## config.mk

```make
export PLATFORM = sky130hd
export DESIGN_NAME = mcpu_control_fsm
export DESIGN_NICKNAME = d
export VERILOG_FILES = /design/src/rtl/mcpu_control_fsm.sv
export SDC_FILE = /design/constraint.sdc
export NUM_CORES = 1
export LEC_CHECK = 0
export ABC_AREA = 1
export BUFFER_PORTS_ARGS = -buffer_cell sky130_fd_sc_hd__buf_4
export CAP_MARGIN = 20
export CORE_UTILIZATION = 35
export CTS_CLUSTER_DIAMETER = 50
export DETAILED_ROUTE_END_ITERATION = 10
export PLACE_DENSITY = 0.64
export SLEW_MARGIN = 20
export SYNTH_ARGS = -nofsm -noshare
export SYNTH_HDL_FRONTEND = slang
export SYNTH_SLANG_ARGS = --single-unit
export TNS_END_PERCENT = 30
```

## constraint.sdc

```tcl
create_clock -name clk -period 1.41 [get_ports clk]
set_input_delay 0 -clock clk [delete_from_list [all_inputs] [get_ports clk]]
set_output_delay 0 -clock clk [all_outputs]
set_load 0.05 [all_outputs]
```

## src/rtl/mcpu_control_fsm.sv

```systemverilog
// -----------------------------------------------------------------------------
// mcpu_control_fsm
// Multi-cycle control unit for the MCPU datapath. It decodes opcode/funct from
// the IR and sequences the datapath enables and mux selects. It also handles a
// ready/request memory handshake with a timeout, JAL/JR sequencing,
// illegal-opcode trapping and a one-cycle retire pulse.
//
// Ports
//   clk, reset          : rising-edge clock, asynchronous active-high reset
//   opcode, funct       : IR[31:26] and IR[5:0]
//   zero                : ALU zero flag
//   mem_ready           : memory completes the current request this cycle
//   mem_req/mem_we      : memory request and write strobe
//   mem_addr_sel        : memory address source, 0 = PC, 1 = ALU reg
//   pc_we/ir_we/a_we/b_we/reg_we : datapath register write enables
//   reg_dst/reg_src     : regfile write destination and data source selects
//   alu_src_a/alu_src_b/imm_zext/alu_op : ALU operand selects and command
//   pc_src              : PC next-value select
//   retired             : pulse on the final cycle of each instruction
//   illegal/mem_timeout : sticky error flags, cleared only by reset
//   state               : current state, for debug
// -----------------------------------------------------------------------------
module mcpu_control_fsm #(
    parameter int MEM_TIMEOUT = 16,
    parameter int ALUOP_W     = 3,
    parameter int CNT_W       = 8
) (
    input  logic               clk,
    input  logic               reset,
    input  logic [5:0]         opcode,
    input  logic [5:0]         funct,
    input  logic               zero,
    input  logic               mem_ready,
    output logic               mem_req,
    output logic               mem_we,
    output logic               mem_addr_sel,
    output logic               pc_we,
    output logic               ir_we,
    output logic               a_we,
    output logic               b_we,
    output logic               reg_we,
    output logic [1:0]         reg_dst,
    output logic [1:0]         reg_src,
    output logic [1:0]         alu_src_a,
    output logic [1:0]         alu_src_b,
    output logic               imm_zext,
    output logic [ALUOP_W-1:0] alu_op,
    output logic [1:0]         pc_src,
    output logic               retired,
    output logic               illegal,
    output logic               mem_timeout,
    output logic [3:0]         state
);

    typedef enum logic [3:0] {
        S_RESET    = 4'd0,
        S_FETCH    = 4'd1,
        S_DECODE   = 4'd2,
        S_EXEC_R   = 4'd3,
        S_EXEC_I   = 4'd4,
        S_ALU_WB   = 4'd5,
        S_MEM_ADDR = 4'd6,
        S_MEM_RD   = 4'd7,
        S_MEM_WB   = 4'd8,
        S_MEM_WR   = 4'd9,
        S_BRANCH   = 4'd10,
        S_JUMP     = 4'd11,
        S_JR       = 4'd12,
        S_HALT     = 4'd15
    } state_t;

    localparam logic [5:0] OP_RTYPE = 6'h00;
    localparam logic [5:0] OP_J     = 6'h02;
    localparam logic [5:0] OP_JAL   = 6'h03;
    localparam logic [5:0] OP_BEQ   = 6'h04;
    localparam logic [5:0] OP_BNE   = 6'h05;
    localparam logic [5:0] OP_ADDI  = 6'h08;
    localparam logic [5:0] OP_XORI  = 6'h0E;
    localparam logic [5:0] OP_LW    = 6'h23;
    localparam logic [5:0] OP_SW    = 6'h2B;
    localparam logic [5:0] FN_JR    = 6'h08;
    localparam logic [5:0] FN_ADD   = 6'h20;
    localparam logic [5:0] FN_SUB   = 6'h22;
    localparam logic [5:0] FN_SLT   = 6'h2A;

    localparam logic [ALUOP_W-1:0] ALU_ADD = ALUOP_W'(0);
    localparam logic [ALUOP_W-1:0] ALU_SUB = ALUOP_W'(1);
    localparam logic [ALUOP_W-1:0] ALU_XOR = ALUOP_W'(2);
    localparam logic [ALUOP_W-1:0] ALU_SLT = ALUOP_W'(3);

    // Counter value at which one more idle cycle reaches the timeout limit.
    localparam logic [CNT_W-1:0] WAIT_LAST = (MEM_TIMEOUT > 0) ? CNT_W'(MEM_TIMEOUT - 1) : '0;
    localparam bit               TO_EN     = (MEM_TIMEOUT != 0);

    state_t           state_q, state_d;
    logic [CNT_W-1:0] wait_q, wait_d;
    logic             illegal_q, illegal_d;
    logic             timeout_q, timeout_d;
    logic             wait_state_s;
    logic             timeout_hit_s;

    // Next state out of DECODE; HALT marks an unsupported opcode/funct.
    function automatic state_t decode_next(input logic [5:0] op, input logic [5:0] fn);
        state_t ns;
        case (op)
            OP_RTYPE: begin
                case (fn)
                    FN_ADD, FN_SUB, FN_SLT: ns = S_EXEC_R;
                    FN_JR:                  ns = S_JR;
                    default:                ns = S_HALT;
                endcase
            end
            OP_ADDI, OP_XORI: ns = S_EXEC_I;
            OP_LW, OP_SW:     ns = S_MEM_ADDR;
            OP_BEQ, OP_BNE:   ns = S_BRANCH;
            OP_J, OP_JAL:     ns = S_JUMP;
            default:          ns = S_HALT;
        endcase
        return ns;
    endfunction

    assign wait_state_s  = (state_q == S_FETCH) || (state_q == S_MEM_RD) || (state_q == S_MEM_WR);
    // mem_ready in the limit cycle counts as completion, so it masks the timeout.
    assign timeout_hit_s = TO_EN && wait_state_s && !mem_ready && (wait_q == WAIT_LAST);

    // Next-state, wait counter and sticky flag computation.
    always_comb begin
        state_d   = state_q;
        wait_d    = '0;
        illegal_d = illegal_q;
        timeout_d = timeout_q;

        if (wait_state_s && !mem_ready && !timeout_hit_s) begin
            // Saturate so a disabled timeout never wraps back to zero.
            wait_d = (wait_q == {CNT_W{1'b1}}) ? wait_q : wait_q + {{(CNT_W-1){1'b0}}, 1'b1};
        end else begin
            wait_d = '0;
        end

        if (timeout_hit_s) begin
            state_d   = S_HALT;
            timeout_d = 1'b1;
        end else begin
            case (state_q)
                S_RESET:    state_d = S_FETCH;
                S_FETCH:    state_d = mem_ready ? S_DECODE : S_FETCH;
                S_DECODE: begin
                    state_d = decode_next(opcode, funct);
                    if (decode_next(opcode, funct) == S_HALT) begin
                        illegal_d = 1'b1;
                    end else begin
                        illegal_d = illegal_q;
                    end
                end
                S_EXEC_R,
                S_EXEC_I:   state_d = S_ALU_WB;
                S_MEM_ADDR: state_d = (opcode == OP_SW) ? S_MEM_WR : S_MEM_RD;
                S_MEM_RD:   state_d = mem_ready ? S_MEM_WB : S_MEM_RD;
                S_MEM_WR:   state_d = mem_ready ? S_FETCH : S_MEM_WR;
                S_ALU_WB,
                S_MEM_WB,
                S_BRANCH,
                S_JUMP,
                S_JR:       state_d = S_FETCH;
                S_HALT:     state_d = S_HALT;
                default:    state_d = S_HALT;
            endcase
        end
    end

    // State, wait counter and sticky flag registers.
    always_ff @(posedge clk or posedge reset) begin
        if (reset) begin
            state_q   <= S_RESET;
            wait_q    <= '0;
            illegal_q <= 1'b0;
            timeout_q <= 1'b0;
        end else begin
            state_q   <= state_d;
            wait_q    <= wait_d;
            illegal_q <= illegal_d;
            timeout_q <= timeout_d;
        end
    end

    // State-decoded datapath controls; memory-completing enables follow mem_ready.
    always_comb begin
        mem_req      = 1'b0;
        mem_we       = 1'b0;
        mem_addr_sel = 1'b0;
        pc_we        = 1'b0;
        ir_we        = 1'b0;
        a_we         = 1'b0;
        b_we         = 1'b0;
        reg_we       = 1'b0;
        reg_dst      = 2'd0;
        reg_src      = 2'd0;
        alu_src_a    = 2'd0;
        alu_src_b    = 2'd0;
        imm_zext     = 1'b0;
        alu_op       = ALU_ADD;
        pc_src       = 2'd0;
        retired      = 1'b0;
        case (state_q)
            S_FETCH: begin
                mem_req   = 1'b1;
                alu_src_b = 2'd1;
                ir_we     = mem_ready;
                pc_we     = mem_ready;
            end
            S_DECODE: begin
                a_we      = 1'b1;
                b_we      = 1'b1;
                alu_src_b = 2'd3;
            end
            S_EXEC_R: begin
                alu_src_a = 2'd1;
                case (funct)
                    FN_SUB:  alu_op = ALU_SUB;
                    FN_SLT:  alu_op = ALU_SLT;
                    default: alu_op = ALU_ADD;
                endcase
            end
            S_EXEC_I: begin
                alu_src_a = 2'd1;
                alu_src_b = 2'd2;
                alu_op    = (opcode == OP_XORI) ? ALU_XOR : ALU_ADD;
                imm_zext  = (opcode == OP_XORI);
            end
            S_ALU_WB: begin
                reg_we  = 1'b1;
                reg_dst = (opcode == OP_RTYPE) ? 2'd1 : 2'd0;
                retired = 1'b1;
            end
            S_MEM_ADDR: begin
                alu_src_a = 2'd1;
                alu_src_b = 2'd2;
            end
            S_MEM_RD: begin
                mem_req      = 1'b1;
                mem_addr_sel = 1'b1;
            end
            S_MEM_WB: begin
                reg_we  = 1'b1;
                reg_src = 2'd1;
                retired = 1'b1;
            end
            S_MEM_WR: begin
                mem_req      = 1'b1;
                mem_addr_sel = 1'b1;
                mem_we       = 1'b1;
                retired      = mem_ready;
            end
            S_BRANCH: begin
                alu_src_a = 2'd1;
                alu_op    = ALU_SUB;
                pc_src    = 2'd1;
                retired   = 1'b1;
                pc_we     = (opcode == OP_BNE) ? !zero : zero;
            end
            S_JUMP: begin
                pc_we   = 1'b1;
                pc_src  = 2'd2;
                retired = 1'b1;
                // PC still holds PC+4 here, so it is the link value for JAL.
                if (opcode == OP_JAL) begin
                    reg_we  = 1'b1;
                    reg_dst = 2'd2;
                    reg_src = 2'd2;
                end else begin
                    reg_we  = 1'b0;
                end
            end
            S_JR: begin
                pc_we   = 1'b1;
                pc_src  = 2'd3;
                retired = 1'b1;
            end
            default: begin
                mem_req = 1'b0;
            end
        endcase
    end

    assign illegal     = illegal_q;
    assign mem_timeout = timeout_q;
    assign state       = state_q;

endmodule

```

# == Word level (Yosys, flattened, before mapping) ==
# Index checks and enable logic that the tools add are counted.
# totals
wordCells,92
output_inout_bits,29
regBits,14
inputBits,16
# classes
bitwise,1
n_reduce_logical,25
addsub,1
muxes,33
n_eq_ne,28
# op_table
op,count
$eq A6 B6 Y1 const B,5
$pmux W4 S7,1
$eq A4 B4 Y1 const B,6
$mux W4,6
$pmux W4 S5,1
$eq A6 B4 Y1 const B,3
$pmux W2 S3,3
$reduce_or A2 Y1,9
$eq A4 B3 Y1 const B,4
$mux W8,2
$eq A6 B2 Y1 const B,2
$eq A6 B3 Y1 const B,2
$pmux W2 S2,3
$mux W1,10
$add A8 B1 Y8 const B,1
$eq A4 B2 Y1 const B,2
$eq A8 B4 Y1 const B,1
$eq A8 B8 Y1 const B,1
$pmux W4 S2,1
$logic_not A6 Y1,1
$mux W2,3
$reduce_or A3 Y1,2
$reduce_or A6 Y1,1
$reduce_or A5 Y1,1
11 further kinds,17

# == Depth between registers and ports, before layout ==
# Gate-level depths: netlist of the first run.
# depth
ltp_word,8
mapped_depth,10

# == Worst setup path after synthesis of the first run ==
# OpenSTA, ideal clock, no wires.
# synth_timing
kind,register to output
from,register state_q[3] (netlist: state[3])
to,output reg_we
arrival_time_ns,2.113
required_ns,1.410
slack_ns,-0.703
stages_incl_launch_ff,5
n_path_buf,0
path_cell_list,dfrtp_1 > inv_2 > nor2_2 > nand2_1 > o21ai_0
# synth_via
elab_chain_len,3
# synth_rtl
item,line,rtl
start: declaration,95,"state_t state_q, state_d;"
start signal: assignment,179,state_q <= state_d;
$eq A4 B4 Y1 / $eq A4 B3 Y1 (equally long branches),204,case (state_q)
$reduce_or A2 Y1 (no line),--,
$pmux W1 S2 *,204,
end: declaration,41,"output logic reg_we,"
# Every way passes the cells marked *; elsewhere a longest branch is shown, timed or not.

# == Worst setup path in the final report of the first run ==
# layout_timing
from,register state_q[3] (netlist: state[3])
to,output retired
# layout_via
elab_chain_len,3
# layout_rtl
item,line,rtl
$eq A4 B4 Y1 / $eq A4 B3 Y1 (equally long branches),204,
$reduce_or A5 Y1 (no line),--,
$pmux W1 S2 *,204,
end: declaration,49,"output logic retired,"
# Marks and branches as above.

==> flow_metrics.tcl, run 1 <==
set metrics [dict create \
    r2r_setup_slack_ns -0.07 \
    p_leak_nw 1.06 \
    fin_ws_ns -0.119 \
    hold_path_startpoint "mem_ready" \
    final_layout_size_suffix_gt1_frac 0.428 \
    maxCapViolCount 0 \
    peakVddDrop_uv 401 \
    cts_htree_levels 1 \
    synth_area_sq_um 1310 \
    boundaryPins 45 \
    die_w_um 63.2 \
    drtAntennaViolNets 0 \
    fin_crit_ns 1.53 \
    hold_depth 7 \
    ys_seq_area_frac 0.268 \
    slowest_delay_ns 0.47 \
    synth_area_leaders "dfrtp_1, nand2_1, nor2_1, inv_1, nand3_1" \
    cp-end-kind "output port" \
    slew_headroom 0.640 \
    clk_latency_ns 0.25 \
    clk_path_buf_depth 2 \
    path_buf_inv 3 \
    drt_wl_total_mm 3.57 \
    grt_max_degree 15 \
    overflow 0 \
    worstPathRequired_ns 1.41 \
    gr-usage-all-layers 0.193 \
    max_freq_mhz 654 \
    powerDensity_nw_per_um2 409 \
    clk_pin_slew_worst_paths_ns 0.06 \
    clock_skew_ns 0.00992 \
    hold_path_end "state[3]" \
    fillCellCount 324 \
    drc_errors 0 \
    hp-class "input port to flip-flop" \
    rr_endpoint "state[2]" \
    grt_first_pass_wirelength_mm 6.10 \
    n_antenna_cell 0 \
    total_power_mw 0.862 \
    finalNonFillerCells 331 \
    netlist.area_leader.share 0.268 \
    fin_nets 303 \
    cts_buffers 3 \
    async_flop_share 1.00 \
    syn2layout_area_growth_pct 61.1 \
    dieArea_sq_um 3990 \
    yosys_warnings 0 \
    ys_ff_latch 14 \
    dp.cells 320 \
    finalCritPeriodShare 1.08 \
    critPathTopFamily "flip-flops" \
    crit_type "flip-flop to output port" \
    dpl-instance-area_sq_um 1810 \
    crit_chain "inv_2 > nor2_4 > nand2_2 > nand2_2 > inv_2 > o211ai_1 > buf_4" \
    slew_violations 0 \
    routed-via-count 1553 \
    cts_tree "built" \
    post-route-util 0.608 \
    status "finished, violations left" \
    rr_worst_depth 8 \
    core_area_sq_um 3470 \
    setup_viol 14 \
    slowest_stage "dfrtp_2" \
    hpwlAfterDp_mm 2.81 \
    netlist_instances 224 \
    ys.flop_type "dfrtp_1" \
    finalInstanceArea_sq_um 2110 \
    hold_violations 0 \
    drt_iter0_markers 55 \
    rsz0062_at_grt "yes" \
    violations "setup timing" \
    cp_max_fo 6 \
    tns_ns -0.817 \
    startpoint_type "flip-flop" \
    clkSinkCount 14 \
    antenna_found_initial 0 \
    gp_congestion 0.903 \
    first_global_vias 1409 \
    r2r_start "state[1]" \
    rows 21 \
    first_pass_iters 4 \
    arrival_ns 1.53 \
    whs_ns 0.173 \
    port_buffers 42 \
    initial_utilization 0.377 \
    pre_cts_ws_ns -0.0111 \
    yosysTopAreaCell "dfrtp_1" \
    die_y_um 63.2 \
    vias_per_cell 4.69 \
    crit_cells 7 \
    syn_avg_cell_area_sq_um 5.84 \
    tightest_slew_ns 0.539 \
    clockRootBuffer "clkbuf_8" \
    ys_types 26 \
    synth-edff-count 0 \
    wire_per_inst_um 10.8 \
]
## where the power goes
group	total, mW	internal [mW]	switching [mW]
clock	0.347	0.200	0.147
combinational	0.114	0.0461	0.0675
sequential	0.402	0.402	0
## cell type report
cell class | instances | area [sq um] | area share
Sequential cell | 14 | 355 | 0.169
Multi-Input combinational cell | 167 | 963 | 0.457
Timing Repair Buffer | 59 | 524 | 0.249
Clock buffer | 4 | 45.0 | 0.0214
Tap cell | 46 | 57.6 | 0.0273
Inverter | 41 | 163 | 0.0772
## Yosys cell counts (all sizes together), types with 2 or more instances
library cell and number:
o21ai 3, buf 3, and3 2, nand2 62
nor2 52, nand4 3, a21oi 7, nand3b 2
inv 41, nand3 23, dfrtp 14, nor3 2
or2 2, xor2 3
## worst max path at each step
stage / to / slack (ns) / from
after floorplan: retired / -0.24 / state[3]
after global placement: mem_timeout / -0.03 / wait_q[1]
after detailed placement: mem_timeout / -0.01 / wait_q[1]
after CTS: pc_we / -0.08 / state[0]
after global routing: retired / -0.20 / state[3]
final: retired / -0.12 / state[3]
## layout by cell type, fill, tap and decap left out, types with 7 or more instances in the layout
cell	count
inv_1	31
nor2_4	12
buf_4	41
nand3_1	18
inv_2	7
buf_6	13
dfrtp_1	10
nand2_1	45
nand2_2	14
nor2_1	37
## routing by layer
| metal | up-vias | part of all wire | GRT usage |
|---|---|---|---|
| met5 | - | 0 | 0 |
| met4 | 0 | 0.025 | 0.0581 |
| met3 | 9 | 0.041 | 0.0308 |
| met2 | 39 | 0.45 | 0.312 |
| met1 | 693 | 0.49 | 0.263 |
| li1 | 812 | - | - |
## kinds of logic after synthesis
logic type,synth area share
compound gates,0.0650
xor+xnor,0.0201
simple gates,0.500
flops,0.268
buf+inv,0.135
other cells,0.00287
fa+ha+maj,0.00956
## worst min-delay path, cell delays in order
cell     delay, ns
buf_4         0.11
nand2_1       0.06
nand3_1       0.07
nor2_1        0.04
nand2_1       0.04
inv_1         0.03
nand2_1       0.05
## registers in the layout, indices dropped and copies added (netlist names)
register	count
mem_timeout	1
illegal	1
state	4
wait_q	8
## repair_timing
item,4_1_cts,5_1_grt
hold buffers,1,0
gates resized for setup,33,29
pin swaps,4,8
endpoints found under the hold margin,14,0
endpoints found under the setup margin,19,30
buffers inserted,5,1
(Power assumes the default switching activity.)
==> run 2: changes to the inputs <==
--- a/config.mk
+++ b/config.mk
@@ -12,6 +12,7 @@
 export CTS_CLUSTER_DIAMETER = 50
 export DETAILED_ROUTE_END_ITERATION = 10
 export PLACE_DENSITY = 0.64
+export RECOVER_POWER = 100
 export SLEW_MARGIN = 20
 export SYNTH_ARGS = -nofsm -noshare
 export SYNTH_HDL_FRONTEND = slang
==> run 2 against run 1 <==
  * The flow still finishes with violations (setup timing)
  * Hold slack got worse by 0.0025 ns
  * Routed wire length is 0.36% lower
  * Final area fell by 0.77%
  * Setup slack got worse by 0.0045 ns
  * Clock power is essentially flat
  * Total power is 0.12% higher
  * Utilization is 0.47 points lower
  * Sequential share of layout area up 0.13 points
  * Critical endpoint unchanged
  * Largest power group unchanged
==> flow_metrics.tcl, run 2 (same netlist as run 1, synthesis figures left out) <==
set metrics [dict create \
    peakVddDrop_uv 401 \
    regMostFlops "wait_q" \
    drt_wl_total_mm 3.56 \
    fin_nets 303 \
    worstPathRequired_ns 1.41 \
    finalCritPeriodShare 1.09 \
    die_y_um 63.2 \
    clkSinkCount 14 \
    p_leak_nw 1.05 \
    max_freq_mhz 652 \
    port_buffers 42 \
    vias_per_cell 4.67 \
    clockRootBuffer "clkbuf_8" \
    layout_commonest_cell "nand2_1" \
    crit_type "flip-flop to output port" \
    switching_share 0.249 \
    first_global_vias 1409 \
    overflow 0 \
    r2r_setup_slack_ns -0.04 \
    fillCellCount 327 \
    cts_tree "built" \
    drtAntennaViolNets 0 \
    drc_errors 0 \
    clk_latency_ns 0.25 \
    die_w_um 63.2 \
    antenna_found_initial 0 \
    gr-usage-all-layers 0.193 \
    cts_buffers 3 \
    violations "setup timing" \
    status "finished, violations left" \
    internal-power_mw 0.648 \
    hold_violations 0 \
    slowest_stage "dfrtp_2" \
    crit_path_start "state[3]" \
    maxCapViolCount 0 \
    startpoint_type "flip-flop" \
    cp_max_fo 6 \
    powerDensity_nw_per_um2 413 \
    cts_htree_levels 1 \
    power_switching_mw 0.215 \
    slowest_delay_ns 0.47 \
    crit_chain "inv_2 > nor2_4 > nand2_2 > nand2_2 > inv_2 > o211ai_1 > buf_4" \
    rsz0062_at_grt "yes" \
    dieArea_sq_um 3990 \
    whs_ns 0.170 \
    n_antenna_cell 0 \
    final_layout_size_suffix_gt1_frac 0.418 \
    arrival_ns 1.53 \
    clk_pin_slew_worst_paths_ns 0.06 \
    hp-class "input port to flip-flop" \
    rows 21 \
    core_area_sq_um 3470 \
    largest_reg_flops 8 \
    grt_first_pass_wirelength_mm 6.10 \
    hpwlAfterDp_mm 2.81 \
    clk_path_buf_depth 2 \
    rr_worst_depth 8 \
    cp-endpoint "retired" \
    clock_skew_ns 0.0105 \
    slew_headroom 0.609 \
    routed-via-count 1547 \
    syn2layout_area_growth_pct 59.8 \
    boundaryPins 45 \
    r2r_start "state[1]" \
    power_frac_clock 0.403 \
    tightest_slew_ns 0.589 \
    cp-end-kind "output port" \
    seq_power_share 0.466 \
    initial_utilization 0.377 \
    p_comb_frac 0.131 \
    drt_iter0_markers 43 \
    setup_viol 14 \
    first_pass_iters 4 \
    final_cell_mix "nand2_1, nor2_1, buf_4" \
    total_power_mw 0.863 \
    fin_ws_ns -0.124 \
    wire_per_inst_um 10.7 \
    fin_crit_ns 1.53 \
    slew_violations 0 \
    rr_endpoint "state[2]" \
    gp_congestion 0.903 \
    grt_max_degree 15 \
]
==> run 2: worst max-delay path: cells and delay by family (launching register included) <==
family	cells	cell delay [ns]
AO/OA/AOI/OAI	1	0.07
buffers and inverters	3	0.34
flip-flops	1	0.47
AND/OR/NAND/NOR	3	0.38
==> run 2: power groups by stage <==
stage	Clock [mW]	Combinational [mW]	Sequential, mW
floorplan	0	0.0626	0.409
global placement	0	0.110	0.409
detailed placement	0	0.110	0.409
CTS	0.358	0.113	0.402
global route	0.378	0.128	0.402
finish	0.348	0.113	0.402
==> run 2: worst min-delay path by stage <==
stage,start,endpoint,slack [ns],cells past startpoint
floorplan,reset,illegal,-0.11,1
global placement,reset,illegal,0.08,2
detailed placement,reset,mem_timeout,0.09,2
CTS,mem_ready,state[3],0.16,7
global route,mem_ready,state[3],0.21,7
finish,mem_ready,state[3],0.17,7
==> run 2: through the flow <==
stage / setup TNS, ns / worst slack, ns / cell area, sq um / instances / util
after floorplan: -2.90 / -0.236 / 1380 / 225 / -
after global placement: -0.0424 / -0.0269 / 1810 / 320 / 0.521
after detailed placement: -0.0151 / -0.0111 / 1810 / 320 / 0.521
after CTS: -0.381 / -0.0762 / 2010 / 330 / 0.579
after global routing: -2.21 / -0.199 / 2090 / 331 / 0.603
final: -0.974 / -0.124 / 2090 / 331 / 0.603
==> run 2: layout make-up <==
type                       instances  area [sq um]  area share
multi-input combinational        167           958       0.458
tap                               46          57.6      0.0275
inverter                          41           163      0.0778
timing repair buffer              59           513       0.245
sequential                        14           355       0.170
clock buffer                       4          45.0      0.0215
==> run 2: what timing repair did <==
item,4_1_cts,5_1_grt
endpoints found under the setup margin,19,30
hold buffers,1,0
buffers inserted,5,1
resized for setup,33,29
pin swaps,4,8
hold endpoints to repair,14,0
==> run 2: layer usage <==
layer,track usage,vias to the layer above,part of all wire
li1,-,810,-
met1,0.263,693,0.49
met2,0.312,35,0.45
met3,0.0308,9,0.032
met4,0.0581,0,0.025
met5,0,-,0
